[config.mk]
export PLATFORM = sky130hd
export DESIGN_NAME = management_bus_arbiter_flat
export DESIGN_NICKNAME = d
export VERILOG_FILES = /design/src/rtl/management_bus_arbiter_pkg.sv /design/src/rtl/management_bus_arbiter_if.sv /design/src/rtl/management_bus_arbiter_round_robin_arbiter2.sv /design/src/rtl/management_bus_arbiter.sv /design/src/flat_wrapper.sv
export SDC_FILE = /design/constraint.sdc
export NUM_CORES = 1
export LEC_CHECK = 0
export BUFFER_PORTS_ARGS = -buffer_cell sky130_fd_sc_hd__buf_4
export CAP_MARGIN = 0
export CORE_ASPECT_RATIO = 2
export CORE_MARGIN = 10
export CORE_UTILIZATION = 42
export CTS_CLUSTER_SIZE = 28
export DETAILED_ROUTE_END_ITERATION = 6
export HOLD_SLACK_MARGIN = 0.05
export PLACE_DENSITY_LB_ADDON = 0.3
export SLEW_MARGIN = 20
export SYNTH_ARGS = -nofsm -noshare
export SYNTH_HDL_FRONTEND = slang
export SYNTH_SLANG_ARGS = --single-unit
export TNS_END_PERCENT = 30
[constraint.sdc]
create_clock -name clk -period 1.83 [get_ports clk]
set_clock_uncertainty 0.2 [all_clocks]
set_input_delay 0.0915 -clock clk [delete_from_list [all_inputs] [get_ports clk]]
set_output_delay 0.0915 -clock clk [all_outputs]
set_load 0.005 [all_outputs]
[src/rtl/management_bus_arbiter_pkg.sv]
// Shared types and constants for the management bus arbiter: FSM state
// encoding, requester IDs (which double as one-hot grant vectors) and the
// read value returned when the target times out.
package management_bus_arbiter_pkg;

  typedef enum logic [1:0] {
    ARB_IDLE   = 2'd0,
    ARB_ACCESS = 2'd1,
    ARB_DONE   = 2'd2
  } arb_state_t;

  // Bit 0 is JTAG, bit 1 is WB, so an ID is also a one-hot grant vector.
  localparam logic [1:0] REQ_NONE = 2'b00;
  localparam logic [1:0] REQ_JTAG = 2'b01;
  localparam logic [1:0] REQ_WB   = 2'b10;

  localparam logic [31:0] TIMEOUT_READ_VALUE = 32'hFFFF_FFFF;

endpackage

[src/rtl/management_bus_arbiter_if.sv]
// Bundle of requester and target signals around the management bus arbiter.
//
// Handshakes: each requester raises <x>_req with its command fields stable and
// holds them until it sees <x>_ack for one cycle; <x>_readData/<x>_error are
// valid in the ack cycle and held until the next ack to that requester. On the
// target side management_enable stays high, with the command stable, until
// the cycle in which management_ready is sampled high (or the wait times out).
interface management_bus_arbiter_if;
  import management_bus_arbiter_pkg::*;

  logic        jtag_req;
  logic        jtag_writeEnable;
  logic [3:0]  jtag_byteSelect;
  logic [19:0] jtag_address;
  logic [31:0] jtag_writeData;
  logic        jtag_ack;
  logic        jtag_error;
  logic [31:0] jtag_readData;

  logic        wb_req;
  logic        wb_writeEnable;
  logic [3:0]  wb_byteSelect;
  logic [19:0] wb_address;
  logic [31:0] wb_writeData;
  logic        wb_ack;
  logic        wb_error;
  logic [31:0] wb_readData;

  logic        management_enable;
  logic        management_writeEnable;
  logic [3:0]  management_byteSelect;
  logic [19:0] management_address;
  logic [31:0] management_writeData;
  logic [31:0] management_readData;
  logic        management_ready;

  logic [1:0]  active_requester;
  arb_state_t  arb_state;

  // Arbiter side.
  modport slave (
    input  jtag_req, jtag_writeEnable, jtag_byteSelect, jtag_address, jtag_writeData,
    output jtag_ack, jtag_error, jtag_readData,
    input  wb_req, wb_writeEnable, wb_byteSelect, wb_address, wb_writeData,
    output wb_ack, wb_error, wb_readData,
    output management_enable, management_writeEnable, management_byteSelect,
    output management_address, management_writeData,
    input  management_readData, management_ready,
    output active_requester, arb_state
  );

  // Requesters plus target side.
  modport master (
    output jtag_req, jtag_writeEnable, jtag_byteSelect, jtag_address, jtag_writeData,
    input  jtag_ack, jtag_error, jtag_readData,
    output wb_req, wb_writeEnable, wb_byteSelect, wb_address, wb_writeData,
    input  wb_ack, wb_error, wb_readData,
    input  management_enable, management_writeEnable, management_byteSelect,
    input  management_address, management_writeData,
    output management_readData, management_ready,
    input  active_requester, arb_state
  );

endinterface

[src/rtl/management_bus_arbiter_round_robin_arbiter2.sv]
// Two-way arbiter: single requests pass straight through; on a tie the
// requester that did not win last time is chosen (round robin) or JTAG always
// wins (fixed priority). Purely combinational, one-hot output.
module round_robin_arbiter2
  import management_bus_arbiter_pkg::*;
#(
  parameter int ROUND_ROBIN = 1
) (
  input  logic [1:0] req,
  input  logic [1:0] last_grant,
  output logic [1:0] grant
);

  // Resolve ties; otherwise the lone request is the grant.
  always_comb begin
    grant = req;
    if (req == (REQ_JTAG | REQ_WB)) begin
      if ((ROUND_ROBIN != 0) && (last_grant == REQ_JTAG)) begin
        grant = REQ_WB;
      end else begin
        grant = REQ_JTAG;
      end
    end
  end

endmodule

[src/rtl/management_bus_arbiter.sv]
// Shares the core's management port between the JTAG debug controller and the
// WB management bridge. One access at a time: IDLE picks a winner and latches
// its command, ACCESS drives the target until ready or timeout, DONE pulses
// the winner's ack with its result already registered.
module management_bus_arbiter
  import management_bus_arbiter_pkg::*;
#(
  parameter int ROUND_ROBIN    = 1,
  parameter int TIMEOUT_CYCLES = 255
) (
  input logic                      clk,
  input logic                      rst,
  management_bus_arbiter_if.slave  bus
);

  // Counter sized to hold TIMEOUT_CYCLES; kept at least one bit wide.
  localparam int CW          = (TIMEOUT_CYCLES > 0) ? $clog2(TIMEOUT_CYCLES + 1) : 1;
  localparam int TO_LAST_INT = (TIMEOUT_CYCLES > 0) ? TIMEOUT_CYCLES - 1 : 0;
  localparam logic [CW-1:0] TO_LAST = CW'(TO_LAST_INT);

  arb_state_t  state_q, state_d;
  logic [1:0]  grant_q, grant_d;
  logic [1:0]  last_grant_q, last_grant_d;
  logic [1:0]  mask_q, mask_d;
  logic [CW-1:0] count_q, count_d;

  logic        mgmt_enable_q, mgmt_enable_d;
  logic        mgmt_we_q, mgmt_we_d;
  logic [3:0]  mgmt_be_q, mgmt_be_d;
  logic [19:0] mgmt_addr_q, mgmt_addr_d;
  logic [31:0] mgmt_wdata_q, mgmt_wdata_d;

  logic        jtag_ack_q, jtag_ack_d;
  logic        jtag_error_q, jtag_error_d;
  logic [31:0] jtag_rdata_q, jtag_rdata_d;
  logic        wb_ack_q, wb_ack_d;
  logic        wb_error_q, wb_error_d;
  logic [31:0] wb_rdata_q, wb_rdata_d;
  logic [1:0]  active_q, active_d;

  logic [1:0]  req_masked;
  logic [1:0]  arb_grant;
  logic        timeout_hit;
  logic [31:0] result_data;
  logic        result_error;

  // A requester acked last cycle may still show req; ignore it for one cycle.
  assign req_masked  = {bus.wb_req, bus.jtag_req} & ~mask_q;
  assign timeout_hit = (TIMEOUT_CYCLES != 0) && (count_q == TO_LAST);

  round_robin_arbiter2 #(
    .ROUND_ROBIN (ROUND_ROBIN)
  ) u_arb (
    .req        (req_masked),
    .last_grant (last_grant_q),
    .grant      (arb_grant)
  );

  // Next-state and next-output logic for the IDLE/ACCESS/DONE sequence.
  always_comb begin
    state_d       = state_q;
    grant_d       = grant_q;
    last_grant_d  = last_grant_q;
    mask_d        = {wb_ack_q, jtag_ack_q};
    count_d       = count_q;
    mgmt_enable_d = mgmt_enable_q;
    mgmt_we_d     = mgmt_we_q;
    mgmt_be_d     = mgmt_be_q;
    mgmt_addr_d   = mgmt_addr_q;
    mgmt_wdata_d  = mgmt_wdata_q;
    jtag_ack_d    = 1'b0;
    jtag_error_d  = jtag_error_q;
    jtag_rdata_d  = jtag_rdata_q;
    wb_ack_d      = 1'b0;
    wb_error_d    = wb_error_q;
    wb_rdata_d    = wb_rdata_q;
    active_d      = active_q;
    result_data   = TIMEOUT_READ_VALUE;
    result_error  = 1'b1;

    case (state_q)
      ARB_IDLE: begin
        if (arb_grant != REQ_NONE) begin
          state_d       = ARB_ACCESS;
          grant_d       = arb_grant;
          active_d      = arb_grant;
          count_d       = '0;
          mgmt_enable_d = 1'b1;
          if (arb_grant == REQ_JTAG) begin
            mgmt_we_d    = bus.jtag_writeEnable;
            mgmt_be_d    = bus.jtag_byteSelect;
            mgmt_addr_d  = bus.jtag_address;
            mgmt_wdata_d = bus.jtag_writeEnable ? bus.jtag_writeData : 32'd0;
          end else begin
            mgmt_we_d    = bus.wb_writeEnable;
            mgmt_be_d    = bus.wb_byteSelect;
            mgmt_addr_d  = bus.wb_address;
            mgmt_wdata_d = bus.wb_writeEnable ? bus.wb_writeData : 32'd0;
          end
        end
      end

      ARB_ACCESS: begin
        if (bus.management_ready || timeout_hit) begin
          if (bus.management_ready) begin
            result_data  = mgmt_we_q ? 32'd0 : bus.management_readData;
            result_error = 1'b0;
          end
          state_d       = ARB_DONE;
          mgmt_enable_d = 1'b0;
          mgmt_we_d     = 1'b0;
          mgmt_be_d     = 4'd0;
          mgmt_addr_d   = 20'd0;
          mgmt_wdata_d  = 32'd0;
          if (grant_q == REQ_JTAG) begin
            jtag_ack_d   = 1'b1;
            jtag_rdata_d = result_data;
            jtag_error_d = result_error;
          end else begin
            wb_ack_d     = 1'b1;
            wb_rdata_d   = result_data;
            wb_error_d   = result_error;
          end
        end else if (count_q != {CW{1'b1}}) begin
          count_d = count_q + CW'(1);
        end
      end

      ARB_DONE: begin
        state_d      = ARB_IDLE;
        last_grant_d = grant_q;
        grant_d      = REQ_NONE;
        active_d     = REQ_NONE;
      end

      default: begin
        state_d = ARB_IDLE;
      end
    endcase
  end

  // State and output registers; reset aborts any access in flight.
  always_ff @(posedge clk) begin
    if (rst) begin
      state_q       <= ARB_IDLE;
      grant_q       <= REQ_NONE;
      last_grant_q  <= REQ_WB;
      mask_q        <= 2'b00;
      count_q       <= '0;
      mgmt_enable_q <= 1'b0;
      mgmt_we_q     <= 1'b0;
      mgmt_be_q     <= 4'd0;
      mgmt_addr_q   <= 20'd0;
      mgmt_wdata_q  <= 32'd0;
      jtag_ack_q    <= 1'b0;
      jtag_error_q  <= 1'b0;
      jtag_rdata_q  <= 32'd0;
      wb_ack_q      <= 1'b0;
      wb_error_q    <= 1'b0;
      wb_rdata_q    <= 32'd0;
      active_q      <= REQ_NONE;
    end else begin
      state_q       <= state_d;
      grant_q       <= grant_d;
      last_grant_q  <= last_grant_d;
      mask_q        <= mask_d;
      count_q       <= count_d;
      mgmt_enable_q <= mgmt_enable_d;
      mgmt_we_q     <= mgmt_we_d;
      mgmt_be_q     <= mgmt_be_d;
      mgmt_addr_q   <= mgmt_addr_d;
      mgmt_wdata_q  <= mgmt_wdata_d;
      jtag_ack_q    <= jtag_ack_d;
      jtag_error_q  <= jtag_error_d;
      jtag_rdata_q  <= jtag_rdata_d;
      wb_ack_q      <= wb_ack_d;
      wb_error_q    <= wb_error_d;
      wb_rdata_q    <= wb_rdata_d;
      active_q      <= active_d;
    end
  end

  assign bus.jtag_ack               = jtag_ack_q;
  assign bus.jtag_error             = jtag_error_q;
  assign bus.jtag_readData          = jtag_rdata_q;
  assign bus.wb_ack                 = wb_ack_q;
  assign bus.wb_error               = wb_error_q;
  assign bus.wb_readData            = wb_rdata_q;
  assign bus.management_enable      = mgmt_enable_q;
  assign bus.management_writeEnable = mgmt_we_q;
  assign bus.management_byteSelect  = mgmt_be_q;
  assign bus.management_address     = mgmt_addr_q;
  assign bus.management_writeData   = mgmt_wdata_q;
  assign bus.active_requester       = active_q;
  assign bus.arb_state              = state_q;

endmodule

[src/flat_wrapper.sv]
// flat-port wrapper written by rule: the top's interface ports become plain ports
module management_bus_arbiter_flat import management_bus_arbiter_pkg::*;
#(
  parameter int ROUND_ROBIN    = 1,
  parameter int TIMEOUT_CYCLES = 255
)
  (clk, rst, bus_jtag_req, bus_jtag_writeEnable, bus_jtag_byteSelect, bus_jtag_address, bus_jtag_writeData, bus_jtag_ack, bus_jtag_error, bus_jtag_readData, bus_wb_req, bus_wb_writeEnable, bus_wb_byteSelect, bus_wb_address, bus_wb_writeData, bus_wb_ack, bus_wb_error, bus_wb_readData, bus_management_enable, bus_management_writeEnable, bus_management_byteSelect, bus_management_address, bus_management_writeData, bus_management_readData, bus_management_ready, bus_active_requester, bus_arb_state);
  management_bus_arbiter_if bus_i ();
  input logic clk;
  input logic rst;
  input wire logic [$bits(bus_i.jtag_req)-1:0] bus_jtag_req;
  input wire logic [$bits(bus_i.jtag_writeEnable)-1:0] bus_jtag_writeEnable;
  input wire logic [$bits(bus_i.jtag_byteSelect)-1:0] bus_jtag_byteSelect;
  input wire logic [$bits(bus_i.jtag_address)-1:0] bus_jtag_address;
  input wire logic [$bits(bus_i.jtag_writeData)-1:0] bus_jtag_writeData;
  output wire logic [$bits(bus_i.jtag_ack)-1:0] bus_jtag_ack;
  output wire logic [$bits(bus_i.jtag_error)-1:0] bus_jtag_error;
  output wire logic [$bits(bus_i.jtag_readData)-1:0] bus_jtag_readData;
  input wire logic [$bits(bus_i.wb_req)-1:0] bus_wb_req;
  input wire logic [$bits(bus_i.wb_writeEnable)-1:0] bus_wb_writeEnable;
  input wire logic [$bits(bus_i.wb_byteSelect)-1:0] bus_wb_byteSelect;
  input wire logic [$bits(bus_i.wb_address)-1:0] bus_wb_address;
  input wire logic [$bits(bus_i.wb_writeData)-1:0] bus_wb_writeData;
  output wire logic [$bits(bus_i.wb_ack)-1:0] bus_wb_ack;
  output wire logic [$bits(bus_i.wb_error)-1:0] bus_wb_error;
  output wire logic [$bits(bus_i.wb_readData)-1:0] bus_wb_readData;
  output wire logic [$bits(bus_i.management_enable)-1:0] bus_management_enable;
  output wire logic [$bits(bus_i.management_writeEnable)-1:0] bus_management_writeEnable;
  output wire logic [$bits(bus_i.management_byteSelect)-1:0] bus_management_byteSelect;
  output wire logic [$bits(bus_i.management_address)-1:0] bus_management_address;
  output wire logic [$bits(bus_i.management_writeData)-1:0] bus_management_writeData;
  input wire logic [$bits(bus_i.management_readData)-1:0] bus_management_readData;
  input wire logic [$bits(bus_i.management_ready)-1:0] bus_management_ready;
  output wire logic [$bits(bus_i.active_requester)-1:0] bus_active_requester;
  output wire logic [$bits(bus_i.arb_state)-1:0] bus_arb_state;
  assign bus_i.jtag_req = bus_jtag_req;
  assign bus_i.jtag_writeEnable = bus_jtag_writeEnable;
  assign bus_i.jtag_byteSelect = bus_jtag_byteSelect;
  assign bus_i.jtag_address = bus_jtag_address;
  assign bus_i.jtag_writeData = bus_jtag_writeData;
  assign bus_jtag_ack = bus_i.jtag_ack;
  assign bus_jtag_error = bus_i.jtag_error;
  assign bus_jtag_readData = bus_i.jtag_readData;
  assign bus_i.wb_req = bus_wb_req;
  assign bus_i.wb_writeEnable = bus_wb_writeEnable;
  assign bus_i.wb_byteSelect = bus_wb_byteSelect;
  assign bus_i.wb_address = bus_wb_address;
  assign bus_i.wb_writeData = bus_wb_writeData;
  assign bus_wb_ack = bus_i.wb_ack;
  assign bus_wb_error = bus_i.wb_error;
  assign bus_wb_readData = bus_i.wb_readData;
  assign bus_management_enable = bus_i.management_enable;
  assign bus_management_writeEnable = bus_i.management_writeEnable;
  assign bus_management_byteSelect = bus_i.management_byteSelect;
  assign bus_management_address = bus_i.management_address;
  assign bus_management_writeData = bus_i.management_writeData;
  assign bus_i.management_readData = bus_management_readData;
  assign bus_i.management_ready = bus_management_ready;
  assign bus_active_requester = bus_i.active_requester;
  assign bus_arb_state = bus_i.arb_state;
  management_bus_arbiter #(.ROUND_ROBIN(ROUND_ROBIN), .TIMEOUT_CYCLES(TIMEOUT_CYCLES)) u_core (.clk(clk), .rst(rst), .bus(bus_i));
endmodule
==> results.sh <==
export IMPL_fmax_ghz=0.518
export IMPL_critPathMaxFanout=17
export IMPL_grt_antenna_before_repair=4
export IMPL_r2r_start="u_core.count_q[7]$_SDFFE_PP0P_"
export IMPL_crit_required_ns=1.93
export IMPL_ys_seq_area_share_pct=48.7
export IMPL_post_place_cells=1009
export IMPL_row_count=60
export IMPL_timing_rr_end="u_core.bus.jtag_readData[20]$_SDFFE_PP0P_"
export IMPL_synth_area_leaders="dfxtp_1 (49%), o2bb2ai_1 (8.6%), a211oi_1 (7.8%), nor2_1 (4.9%), mux2i_1 (4.3%)"
export IMPL_synth_area_leader_cell="dfxtp_1"
export IMPL_yosysMostFrequentCell="dfxtp_1"
export IMPL_timing_final_crit_share_pct=106
export IMPL_power_frac_seq_pct=37.7
export IMPL_relSlewSlack_pct=43.1
export IMPL_cp_arrival_ns=2.03
export IMPL_die_area_um2=19300
export IMPL_dr_pass1_iters=5
export IMPL_total_power_mw=9.04
export IMPL_async_flop_share_pct=0
export IMPL_violations="negative setup slack"
export IMPL_start_util_pct=43.2
export IMPL_synth_seq_cells=142
export IMPL_htreeDepth=4
export IMPL_drc_errors=0
export IMPL_synth_distinct_cells=44
export IMPL_grt_pass1_wl_um=40600
export IMPL_stdcell_count=1218
export IMPL_syn_nets=754
export IMPL_syn_area_per_cell_um2=9.71
export IMPL_synth_warnings=0
export IMPL_syn_instance_count=601
export IMPL_rr_worst_depth=6
export IMPL_wl_per_cell_um=23.6
export IMPL_clk_root_buffer_cell="clkbuf_16"
export IMPL_fillCellCount=723
export IMPL_area_growth_syn_to_layout_pct=88.9
export IMPL_max_cap_violations=0
export IMPL_pwr_share_clk_pct=41.1
export IMPL_final_antenna_net_count=0
export IMPL_gp_congestion=0.932
export IMPL_min_path_cells=1
export IMPL_tns_ns=-1.39
export IMPL_drive_gt1_share_pct=42.6
export IMPL_finalCoreUtilization_pct=81.6
export IMPL_overflow=0
export IMPL_ios=281
export IMPL_core_area_um2=13500
export IMPL_synth_common_cells="dfxtp_1 (142), nor2_1 (76), a211oi_1 (61)"
export IMPL_whs_endpoint="u_core.bus.management_writeData[22]$_SDFFE_PP0P_"
export IMPL_switching_share_pct=27.5
export IMPL_powerDensity_nw_per_um2=820
export IMPL_fp_dieW_um=103
export IMPL_drtIter0Drc=393
export IMPL_combPwrFrac_pct=21.2
export IMPL_status="complete, but fails checks"
export IMPL_wl_um=28800
export IMPL_rrSetupSlack_ns=-0.10
export IMPL_grt_pass1_vias=7401
export IMPL_route_vias_total=7122
export IMPL_fin_ws_ns=-0.101
export IMPL_crit_type="flip-flop to flip-flop"
export IMPL_ir_drop_mv=0.839
export IMPL_fp_dieH_um=187
export IMPL_hold_violations=0
export IMPL_dp_slack_ns=-0.117
export IMPL_worstSetupEndpointType="flip-flop"
export IMPL_grt_util_all_layers_pct=26.5
export IMPL_cts_buffer_depth=2
export IMPL_worst_pin_slew_ns=0.853
export IMPL_multi_input_area_um2=2980
export IMPL_cts_made_buffers=17
export IMPL_io_buffers=280
export IMPL_post_drt_via_cell_ratio=5.85
export IMPL_synth_edf_count=0
export IMPL_fin_nets=1198
export IMPL_cts_tree="built"
export IMPL_setup_viol=41
export IMPL_grt_max_degree=65
export IMPL_place_detailed_hpwl_um=16300
export IMPL_hp_start="u_core.bus.management_writeData[22]$_SDFFE_PP0P_"
export IMPL_clk_latency_ns=0.42
export IMPL_synth_main_ff_cell="dfxtp_1"
export IMPL_slew_violations=0
export IMPL_worstHoldPathType="flip-flop to flip-flop"
export IMPL_worstSetupStartpointType="flip-flop"
export IMPL_syn_area_um2=5840
export IMPL_seq_area_um2=2850
export IMPL_rsz0062_at_grt="yes"
export IMPL_cts_clk_slew_worst_paths_ns=0.07
export IMPL_synthDominantCellAreaShare_pct=48.7
export IMPL_cts_sinks=142
export IMPL_p_switching_mw=2.49
export IMPL_p_int_mw=6.55
export IMPL_period_minus_slack_ns=1.93
export IMPL_p_leak_nw=4.75
cell usage in the layout (no fill, tap or decap), types with 5 or more instances in the layout:
cell and instances:
a31oi_1 32, nor2_2 20, o2bb2ai_1 53, buf_4 306, nor2b_1 5, mux2i_1 24, and3_1 31, a21oi_1 37
dlygate4sd3_1 150, dfxtp_2 6, dfxtp_1 135, a211oi_1 35, a211oi_2 32, nor2_1 56, buf_6 7, nand2_1 8
diode_2 5, buf_12 12, clkbuf_16 23, inv_1 5
kinds of logic (layout without fill, tap and decap cells):
family,count (synthesis),after routing,share of synthesized area [%]
multiplexers,25,25,4.29
adder cells (fa/ha/maj),2,2,0.429
other,0,5,0
buffers and inverters,64,521,5.40
flip-flops,142,142,48.7
AO/OA/AOI/OAI,218,218,28.1
AND/OR/NAND/NOR,150,150,13.0
layout make-up:
type,instances,share of cell area [%]
Antenna cell,5,0.114
Tap cell,155,1.76
Clock inverter,14,1.77
Sequential cell,142,25.9
Multi-Input combinational cell,395,27.0
Timing Repair Buffer,483,39.2
Clock buffer,18,3.98
Inverter,6,0.227
what timing repair did:
action                                  CTS  global route
cloned                                    2             8
gates resized for setup                  24            70
endpoints found under the hold margin   139             0
pin swaps                                 8            45
hold buffers                            150             0
buffers inserted                          5             8
endpoints found under the setup margin  129           130
routing by layer:
layer / vias up / global-route usage (%) / part of all wire, %
li1: 3173 / - / -
met1: 3345 / 26.5 / 33
met2: 467 / 44.4 / 49
met3: 137 / 10.1 / 11
met4: 0 / 16.1 / 7.2
met5: - / 0 / 0
sequential cells by signal (all words and copies together), names as in the netlist:
register / count
u_core.bus.jtag_readData: 32
u_core.bus.management_writeData: 32
u_core.bus.wb_readData: 32
u_core.bus.management_address: 20
u_core.count_q: 8
u_core.bus.management_byteSelect: 4
u_core.bus.active_requester: 2
u_core.bus.arb_state: 2
u_core.last_grant_q: 2
u_core.mask_q: 2
u_core.bus.jtag_ack: 1
u_core.bus.jtag_error: 1
u_core.bus.management_enable: 1
u_core.bus.management_writeEnable: 1
u_core.bus.wb_ack: 1
u_core.bus.wb_error: 1
worst max path at each step:
stage	end	start
after floorplan	u_core.bus.management_writeData[10]$_SDFFE_PP0P_	u_core.count_q[0]$_SDFFE_PP0P_
after global placement	u_core.count_q[3]$_SDFFE_PP0P_	u_core.count_q[0]$_SDFFE_PP0P_
after detailed placement	u_core.count_q[2]$_SDFFE_PP0P_	u_core.mask_q[1]$_SDFF_PP0_
after CTS	u_core.bus.jtag_readData[17]$_SDFFE_PP0P_	u_core.count_q[7]$_SDFFE_PP0P_
after global routing	u_core.bus.jtag_readData[20]$_SDFFE_PP0P_	u_core.count_q[7]$_SDFFE_PP0P_
final	u_core.bus.jtag_readData[20]$_SDFFE_PP0P_	u_core.count_q[7]$_SDFFE_PP0P_
worst max-delay path: stages (launching register included):
cell,delay [ns]
dfxtp_2,0.34
and4_4,0.25
a41oi_4,0.19
nor3_4,0.21
buf_6,0.24
nor2_1,0.06
a211oi_1,0.31
metrics by stage:
stage / area, um^2 / hold slack, ns
after floorplan: 5840 / -0.0129
after global placement: 8220 / 0.167
after detailed placement: 8220 / 0.172
after CTS: 10500 / 0.265
after global routing: 11000 / 0.276
final: 11000 / 0.264
power by group through the flow:
stage                     clock network [mW]  logic, mW  registers [mW]
after CTS                               3.74       1.68            3.39
after detailed placement                   0       1.38            3.45
after global placement                     0       1.34            3.44
after floorplan                            0      0.579            3.46
after global routing                    3.89       2.02            3.42
final                                   3.72       1.91            3.41
Note: power is estimated with default switching activity, not from simulation.
